`config.mk`:
```
export PLATFORM = sky130hd
export DESIGN_NAME = matmul_job_sched_flat
export DESIGN_NICKNAME = d
export VERILOG_FILES = /design/src/rtl/matmul_job_sched_if.sv /design/src/rtl/matmul_job_sched.sv /design/src/flat_wrapper.sv
export SDC_FILE = /design/constraint.sdc
export NUM_CORES = 1
export LEC_CHECK = 0
export CORE_MARGIN = 2
export CORE_UTILIZATION = 45
export CTS_CLUSTER_DIAMETER = 50
export DETAILED_ROUTE_END_ITERATION = 16
export MAX_ROUTING_LAYER = met4
export PLACE_DENSITY_LB_ADDON = 0.2
export SLEW_MARGIN = 20
export SYNTH_ARGS = -nofsm -noshare
export SYNTH_HDL_FRONTEND = slang
export SYNTH_SLANG_ARGS = --single-unit
```
`constraint.sdc`:
```
create_clock -name clk -period 3.4 [get_ports clk]
set_clock_uncertainty 0.1 [all_clocks]
set_input_delay 0.68 -clock clk [delete_from_list [all_inputs] [get_ports clk]]
set_output_delay 0.68 -clock clk [all_outputs]
set_load 0.02 [all_outputs]
```
`src/rtl/matmul_job_sched_if.sv`:
```
// Job descriptor handshake between host and the matmul job scheduler.
// A descriptor transfers on any clock edge where job_valid & job_ready.
interface matmul_job_sched_if #(
    parameter int ADDR_W = 10
);
    logic              job_valid;
    logic              job_ready;
    logic [3:0]        job_size;
    logic [ADDR_W-1:0] job_a_base;
    logic [ADDR_W-1:0] job_b_base;
    logic [ADDR_W-1:0] job_c_base;

    modport master (
        output job_valid,
        output job_size,
        output job_a_base,
        output job_b_base,
        output job_c_base,
        input  job_ready
    );

    modport slave (
        input  job_valid,
        input  job_size,
        input  job_a_base,
        input  job_b_base,
        input  job_c_base,
        output job_ready
    );
endinterface

```
`src/rtl/matmul_job_sched.sv`:
```
// Job scheduler for the 6x6 matrix multiplier: queues descriptors,
// starts each job, serves A/B operands and forwards results to memory.
module matmul_job_sched #(
    parameter int MAX_SIZE   = 6,
    parameter int ADDR_W     = 10,
    parameter int FIFO_DEPTH = 2
) (
    input  logic                clk,
    input  logic                rstn,
    matmul_job_sched_if.slave   job,
    output logic                job_done,
    output logic                job_err,
    output logic                busy,
    output logic [ADDR_W-1:0]   mem_raddr,
    input  logic signed [15:0]  mem_rdata,
    output logic                mem_wen,
    output logic [ADDR_W-1:0]   mem_waddr,
    output logic [31:0]         mem_wdata,
    output logic                mm_start,
    output logic [3:0]          mm_sizes,
    input  logic                mm_ren,
    input  logic                mm_raddr,
    output logic signed [15:0]  mm_rdata,
    input  logic                mm_wen,
    input  logic [31:0]         mm_wdata,
    input  logic                mm_finish
);

    localparam int PTR_W = $clog2(FIFO_DEPTH);
    localparam int CNT_W = 8;

    typedef struct packed {
        logic [3:0]        size;
        logic [ADDR_W-1:0] a_base;
        logic [ADDR_W-1:0] b_base;
        logic [ADDR_W-1:0] c_base;
    } desc_t;

    typedef enum logic [1:0] {
        S_IDLE,
        S_START,
        S_RUN,
        S_DONE
    } state_t;

    desc_t            fifo_q [FIFO_DEPTH];
    logic [PTR_W-1:0] wptr_q;
    logic [PTR_W-1:0] rptr_q;
    logic [PTR_W:0]   cnt_q;

    state_t           state_q;
    desc_t            cur_q;
    logic [CNT_W-1:0] rd_cnt_q;
    logic [CNT_W-1:0] wr_cnt_q;
    logic             sel_q;
    logic             start_q;
    logic             done_q;
    logic             err_q;

    desc_t             desc_in;
    logic              full;
    logic              empty;
    logic              accept;
    logic              size_ok;
    logic              push;
    logic              pop;
    logic              adm_err;
    logic [CNT_W-1:0]  rd_eff;
    logic [CNT_W-1:0]  rd_cnt_d;
    logic [CNT_W-1:0]  wr_cnt_d;
    logic [CNT_W-1:0]  nn;
    logic [ADDR_W-1:0] rd_base;

    always_comb begin
        desc_in.size   = job.job_size;
        desc_in.a_base = job.job_a_base;
        desc_in.b_base = job.job_b_base;
        desc_in.c_base = job.job_c_base;
    end

    assign full    = (cnt_q == (PTR_W+1)'(FIFO_DEPTH));
    assign empty   = (cnt_q == '0);
    assign accept  = job.job_valid & ~full;
    assign size_ok = (job.job_size != 4'd0) &&
                     (job.job_size <= 4'(MAX_SIZE));
    assign push    = accept & size_ok;
    assign adm_err = accept & ~size_ok;
    assign pop     = (state_q == S_IDLE) & ~empty;

    assign job.job_ready = ~full;
    assign busy          = (state_q != S_IDLE) | ~empty;

    // A change of operand select restarts the stream at its base at once.
    assign rd_eff   = (mm_raddr != sel_q) ? '0 : rd_cnt_q;
    assign rd_cnt_d = rd_eff + CNT_W'(mm_ren);
    assign rd_base  = mm_raddr ? cur_q.b_base : cur_q.a_base;
    assign mem_raddr = rd_base + ADDR_W'(rd_eff);
    assign mm_rdata  = mem_rdata;

    assign mem_wen   = mm_wen & (state_q == S_RUN);
    assign mem_waddr = cur_q.c_base + ADDR_W'(wr_cnt_q);
    assign mem_wdata = mm_wdata;
    assign wr_cnt_d  = wr_cnt_q + CNT_W'(mem_wen);
    assign nn        = CNT_W'(cur_q.size) * CNT_W'(cur_q.size);

    assign mm_start = start_q;
    assign mm_sizes = cur_q.size;
    assign job_done = done_q;
    assign job_err  = err_q;

    always_ff @(posedge clk) begin
        if (push) begin
            fifo_q[wptr_q] <= desc_in;
        end
    end

    always_ff @(posedge clk or negedge rstn) begin
        if (!rstn) begin
            wptr_q <= '0;
            rptr_q <= '0;
            cnt_q  <= '0;
        end else begin
            if (push) begin
                wptr_q <= wptr_q + PTR_W'(1);
            end
            if (pop) begin
                rptr_q <= rptr_q + PTR_W'(1);
            end
            unique case ({push, pop})
                2'b10:   cnt_q <= cnt_q + (PTR_W+1)'(1);
                2'b01:   cnt_q <= cnt_q - (PTR_W+1)'(1);
                default: cnt_q <= cnt_q;
            endcase
        end
    end

    always_ff @(posedge clk or negedge rstn) begin
        if (!rstn) begin
            state_q  <= S_IDLE;
            cur_q    <= '0;
            rd_cnt_q <= '0;
            wr_cnt_q <= '0;
            sel_q    <= 1'b0;
            start_q  <= 1'b0;
            done_q   <= 1'b0;
            err_q    <= 1'b0;
        end else begin
            start_q <= 1'b0;
            done_q  <= 1'b0;
            err_q   <= adm_err;
            sel_q   <= mm_raddr;
            unique case (state_q)
                S_IDLE: begin
                    if (!empty) begin
                        cur_q   <= fifo_q[rptr_q];
                        start_q <= 1'b1;
                        state_q <= S_START;
                    end
                end
                S_START: begin
                    rd_cnt_q <= '0;
                    wr_cnt_q <= '0;
                    state_q  <= S_RUN;
                end
                S_RUN: begin
                    rd_cnt_q <= rd_cnt_d;
                    wr_cnt_q <= wr_cnt_d;
                    if (mm_finish) begin
                        done_q  <= 1'b1;
                        err_q   <= adm_err | (wr_cnt_d != nn);
                        state_q <= S_DONE;
                    end
                end
                S_DONE: begin
                    state_q <= S_IDLE;
                end
                default: begin
                    state_q <= S_IDLE;
                end
            endcase
        end
    end

endmodule

```
`src/flat_wrapper.sv`:
```
// flat-port wrapper written by rule: the top's interface ports become plain ports
module matmul_job_sched_flat 
#(
    parameter int MAX_SIZE   = 6,
    parameter int ADDR_W     = 10,
    parameter int FIFO_DEPTH = 2
)
  (clk, rstn, job_done, job_err, busy, mem_raddr, mem_rdata, mem_wen, mem_waddr, mem_wdata, mm_start, mm_sizes, mm_ren, mm_raddr, mm_rdata, mm_wen, mm_wdata, mm_finish, job_job_valid, job_job_size, job_job_a_base, job_job_b_base, job_job_c_base, job_job_ready);
  matmul_job_sched_if #(.ADDR_W(ADDR_W)) job_i ();
  input  logic clk;
  input  logic rstn;
  output logic job_done;
  output logic job_err;
  output logic busy;
  output logic [ADDR_W-1:0] mem_raddr;
  input  logic signed [15:0] mem_rdata;
  output logic mem_wen;
  output logic [ADDR_W-1:0] mem_waddr;
  output logic [31:0] mem_wdata;
  output logic mm_start;
  output logic [3:0] mm_sizes;
  input  logic mm_ren;
  input  logic mm_raddr;
  output logic signed [15:0] mm_rdata;
  input  logic mm_wen;
  input  logic [31:0] mm_wdata;
  input  logic mm_finish;
  input wire logic [$bits(job_i.job_valid)-1:0] job_job_valid;
  input wire logic [$bits(job_i.job_size)-1:0] job_job_size;
  input wire logic [$bits(job_i.job_a_base)-1:0] job_job_a_base;
  input wire logic [$bits(job_i.job_b_base)-1:0] job_job_b_base;
  input wire logic [$bits(job_i.job_c_base)-1:0] job_job_c_base;
  output wire logic [$bits(job_i.job_ready)-1:0] job_job_ready;
  assign job_i.job_valid = job_job_valid;
  assign job_i.job_size = job_job_size;
  assign job_i.job_a_base = job_job_a_base;
  assign job_i.job_b_base = job_job_b_base;
  assign job_i.job_c_base = job_job_c_base;
  assign job_job_ready = job_i.job_ready;
  matmul_job_sched #(.MAX_SIZE(MAX_SIZE), .ADDR_W(ADDR_W), .FIFO_DEPTH(FIFO_DEPTH)) u_core (.clk(clk), .rstn(rstn), .job(job_i), .job_done(job_done), .job_err(job_err), .busy(busy), .mem_raddr(mem_raddr), .mem_rdata(mem_rdata), .mem_wen(mem_wen), .mem_waddr(mem_waddr), .mem_wdata(mem_wdata), .mm_start(mm_start), .mm_sizes(mm_sizes), .mm_ren(mm_ren), .mm_raddr(mm_raddr), .mm_rdata(mm_rdata), .mm_wen(mm_wen), .mm_wdata(mm_wdata), .mm_finish(mm_finish));
endmodule
```
**After elaboration in Yosys (flattened, before gate mapping)**

Memory sizes are Yosys's and may differ from the RTL's. A register that Yosys moved wholly into a read port is not among the register bits.
Cells that the tools add are included.

- Register bits after elaboration: 26
- Memory bits (writable): 68
- Bits of input ports: 89
- Output and inout bits: 78
- Word-level logic and storage cells: 67
- Memories kept: 1

- Add/sub/neg operators: 8
- Multipliers: 1
- Magnitude comparators: 1
- Eq/ne operators: 10
- Mux-type cells: 16
- Bitwise logic cells: 10
- Reduce and logical (&&, ||, !) cells: 10

Memory list:

| name | depth | width | read ports | clocked after memory_dff | write ports | line | RTL |
|---|---|---|---|---|---|---|---|
| u_core.fifo_q | 2 | 34 | 1 | 1 | 1 | matmul_job_sched.sv:46 | `desc_t fifo_q [FIFO_DEPTH];` |

Operators by type and width:

| kind | number |
|---|---|
| $pmux W8 S2 | 2 |
| $add A10 B8 Y10 | 2 |
| $add A8 B1 Y8 | 2 |
| $mux W10 | 1 |
| $eq A2 B2 Y1 const B | 4 |
| $mul A4 B4 Y8 | 1 |
| $mux W1 | 8 |
| $mux W8 | 1 |
| $ne A8 B8 Y1 | 1 |
| $pmux W2 S4 | 1 |
| $reduce_bool A2 Y1 | 3 |
| $and A1 B1 Y1 | 5 |
| $eq A2 B1 Y1 const B | 2 |
| $le A4 B3 Y1 const B | 1 |
| $logic_not A2 Y1 | 2 |
| $mux W2 | 2 |
| $ne A2 B2 Y1 const B | 2 |
| $pmux W2 S2 | 1 |
| $reduce_and A2 Y1 | 2 |
| $reduce_bool A4 Y1 | 1 |
| $not A1 Y1 | 3 |
| $add A1 B1 Y1 const B | 2 |
| $add A2 B1 Y2 const B | 1 |
| $or A1 B1 Y1 | 2 |
| 4 further kinds | 4 |

**Longest topological paths before layout**

Gate-level depths: netlist of the first run.

- Depth after elaboration: 7
- Gate-level depth with buffers: 12

**Worst setup path after synthesis of the first run**

Ideal clock, no wire load.

- Kind: input to output
- Start: input port mm_raddr
- End: output port mem_raddr[8]
- Data arrival time: 3.028 ns
- Required time: 2.620 ns
- Path slack: -0.408 ns
- Stages on the path: 10
- Buffers on the path: 1
- Cell sequence: buf_2 mux2_2 ha_1 fa_1 a21o_1 a21oi_1 nor2b_1 o21a_1 o41ai_2 xor2_1

- Word-level cells in the longest chain between the ends: 3
- Elaborated cells on any way between the ends: 4
- Those cells by class: 1 x add/sub; 1 x eq/ne; 2 x mux

RTL lines:

| what | line | RTL |
|---|---|---|
| start: declaration | flat_wrapper.sv:23 | `input logic mm_raddr;` |
| $ne A1 B1 Y1 | matmul_job_sched.sv:94 | `assign rd_eff = (mm_raddr != sel_q) ? '0 : rd_cnt_q;` |
| $mux W8 | matmul_job_sched.sv:94 |  |
| $add A10 B8 Y10 * | matmul_job_sched.sv:97 | `assign mem_raddr = rd_base + ADDR_W'(rd_eff);` |
| end: declaration | flat_wrapper.sv:15 | `output logic [ADDR_W-1:0] mem_raddr;` |

Mark *: on every way between the ends. The rest lies on a longest branch, timed or not.

**Final worst setup path of the first run**

Ends and elaborated chain as after synthesis.

==> results of run 1 <==
[layout make-up]
type                       count  area, um2  share of cell area
timing repair buffer         115       1041              0.1284
clock inverter                11      118.9             0.01466
inverter                      26      97.59             0.01204
clock buffer                  21      460.4             0.05679
multi-input combinational    343       2620              0.3231
sequential                   128       3545              0.4372
tap                          180      225.2             0.02778
[state kept, by name, summed over array words and instances (netlist names)]
name             flops
u_core.cnt_q         2
u_core.wr_cnt_q      8
u_core.wptr_q        1
u_core.state_q       2
u_core.job_done      1
u_core.rd_cnt_q      8
u_core.mm_sizes      4
u_core.sel_q         1
u_core.job_err       1
u_core.rptr_q        1
u_core.fifo_q       68
u_core.mm_start      1
u_core.cur_q        30
[power by group through the flow]
| stage | sequential [mW] | clock, mW | combinational, mW |
|---|---|---|---|
| after floorplan | 2.17 | 0 | 1.76 |
| after global placement | 2.35 | 0 | 2.34 |
| after detailed placement | 2.34 | 0 | 2.41 |
| after CTS | 2.32 | 1.80 | 2.43 |
| after global routing | 2.37 | 1.87 | 2.68 |
| final | 2.32 | 1.78 | 2.43 |
[worst min-delay path by stage]
stage,from,slack [ps],to,depth (start not counted)
3_3_place_gp,u_core.cur_q[16],360,u_core.cur_q[16],2
5_1_grt,rstn,300,u_core.cur_q[5],1
3_5_place_dp,u_core.cur_q[15],370,u_core.cur_q[15],2
2_1_floorplan,rstn,280,u_core.cnt_q[0],0
6_report,rstn,230,u_core.cur_q[5],1
4_1_cts,rstn,260,u_core.cur_q[5],1
[cell usage after synthesis (15+ instances only)]
master / number
edfxtp_1: 68
dfrtp_1: 60
o21ai_0: 56
buf_4: 52
nand2_1: 52
mux2i_1: 37
ha_1: 27
inv_1: 26
xnor2_1: 26
nand3_1: 19
nor2_1: 18
and2_1: 15
[through the flow]
stage	TNS [ps]	cell area, um2
3_5_place_dp	-7102	7346
4_1_cts	-670.9	8055
6_report	-690.6	8108
3_3_place_gp	-6877	7346
5_1_grt	-1267	8108
2_1_floorplan	-222.0	6585
[metal layers]
metal | track usage | part of all wire | routed length (um) | up-vias
met2 | 0.2986 | 0.48 | 6715 | 116
met1 | 0.2466 | 0.45 | 6346 | 2028
met3 | 0.04510 | 0.043 | 604 | 52
met4 | 0.1024 | 0.033 | 467 | 0
met5 | - | 0 | 0 | -
li1 | - | - | - | 2065
[repair_timing]
| item | in CTS | in global routing |
|---|---|---|
| setup endpoints to repair | 14 | 13 |
| pin swaps | 18 | 11 |
| cloned | 0 | 0 |
| resized for setup | 76 | 21 |
| setup buffers | 6 | 2 |
| endpoints found under the hold margin | 0 | 0 |
[cell families (layout without fill, tap and decap cells)]
logic type / Yosys count / after routing / synth area share
flops: 128 / 128 / 0.5438
mux: 45 / 45 / 0.07066
buf+inv: 96 / 173 / 0.08621
xor+xnor: 35 / 35 / 0.04820
simple gates: 135 / 135 / 0.1045
compound gates: 98 / 98 / 0.08564
fa+ha+maj: 30 / 30 / 0.06106
==> qor.txt, run 1 <==
Num rows - 43
PwrDens - 805.3 nW/um2
Crit Path Max Fanout - 5
Family with the most delay on the worst path - compound AO/OA/AOI/OAI gates
Switching pwr - 2.365 mW
Worst flop-to-flop path startpoint - u_core.state_q[0]
Die width - 124.3 um
FF+latch count, synth - 128
Switching Fraction - 0.3622
DR vias/cell - 5.171
CP Buf/Inv Count - 3
Antenna violations before repair - 0
Critical path's most frequent cell - buf_6
Total power - 6.529 mW
Post-route minimum period - 3674 ps
Num CTS Buffers - 17
Clock Latency Late Sink - 420 ps
Via Count - 4261
Worst-Margin Slew - 1027 ps
CP Depth - 12
Final std cells w/o fill - 824
Final hold violations - 0
Vias in the first global route - 4447
Violated checks - setup timing
Max Fclk - 272.2 MHz
Largest net degree at the start of global routing - 70
CTS Buffer Depth - 2
Status - complete, but fails checks
Final setup viols - 5
Max Slew Vio Count - 0
Die Height - 124.3 um
Worst slew margin - 0.3153
CTS Sinks - 128
CP Capture Type - output port
Worst r2r dst - u_core.job_err
DRT iter0 DRCs - 312
Core Region - 13990 um2
Slowest CP cell - fa_2
Critical Path RT - 2620 ps
R2R setup slack - 660 ps
N_diodes - 0
Register area share after synthesis - 0.5438
Total Wirelength - 14.13 mm
CP Data Arrival Time - 2890 ps
Yosys top cell by area - edfxtp_1
Syn_area_per_cell - 11.49 um2
CTS clk-pin slew, worst paths - 60 ps
RSZ-0062 raised after global routing - yes
Hold Crit Class - input pin to async pin
Combinational Power Share - 0.372
Post-layout util - 0.5796
Max-cap viol count - 0
Final hold slack - 230.8 ps
Top cell type's share of synthesized area - 0.3134
Synth warn - 0
Most frequent cells in the layout - 68 x edfxtp_1, 59 x dfrtp_1, 54 x o21ai_0, 53 x clkdlybuf4s50_1, 52 x nand2_1
Worst VDD drop - 0.0004165 V
WL/cell - 17.15 um
DRT antenna net count - 0
Post-synthesis cell type count - 43
Syn Nets - 686
Starting density of the core - 0.4658
Post-synth ARST share - 0.4688
Post-DP HPWL - 9.941 mm
Final #Nets - 750
R2R cell count - 11
Delay of the slowest critical-path stage - 340 ps
WS Path Type - input pin to output port
Area growth from synthesis to layout - 24.42%
CTS tree - yes
Total global-route track usage - 0.1965
First-pass GRT wire length - 23.12 mm
Internal - 4.164 mW
H-tree depth - 4
Layout cell share with drive strength beyond 1 - 0.2081
Area contributors post-synth - edfxtp_1 31%, dfrtp_1 23%, buf_4 6.0%
Clk pwr share - 0.272
GRT Residual Overflow - 0
Worst Setup EP - mem_raddr[8]
Netlist Area Pre-Place - 6516 um2
Critical Path Source Type - input pin
P_leak - 3.470 nW
Root Driver - clkbuf_16
PortBufs - 70
Final period util - 1.081
Commonest non-fill, non-tap cell in the layout - edfxtp_1
Dominant synthesized flop cell - edfxtp_1
Syn Inst Count - 567
IO Pins - 167
Die ar. - 15460 um2
Setup WS post-layout - -273.9 ps
GP Congestion - 0.8522
Hold Buf Count CTS - 0
Fillers - 1149
# DRC - 0
Pre-antenna DRT Iters - 4
Placed insts - 784
Crit path from - mm_raddr
Number of synthesized flops with an enable pin - 68
Pre-CTS WS - -1297 ps
Crit-path cells - buf_6 > buf_8 > mux2_4 > ha_4 > fa_2 > a21o_1 > a21oi_2 > nor2b_1 > o21a_1 > o41ai_4 > xor2_2 > buf_6
Sequential share of power - 0.356
Note: power is estimated with default switching activity, not from simulation.
==> run 2, diff against run 1 <==
SKIP_LAST_GASP = 1   (was not set)
==> results of run 2 <==
The final DEF is identical to that of run 1; final timing and power are the same.
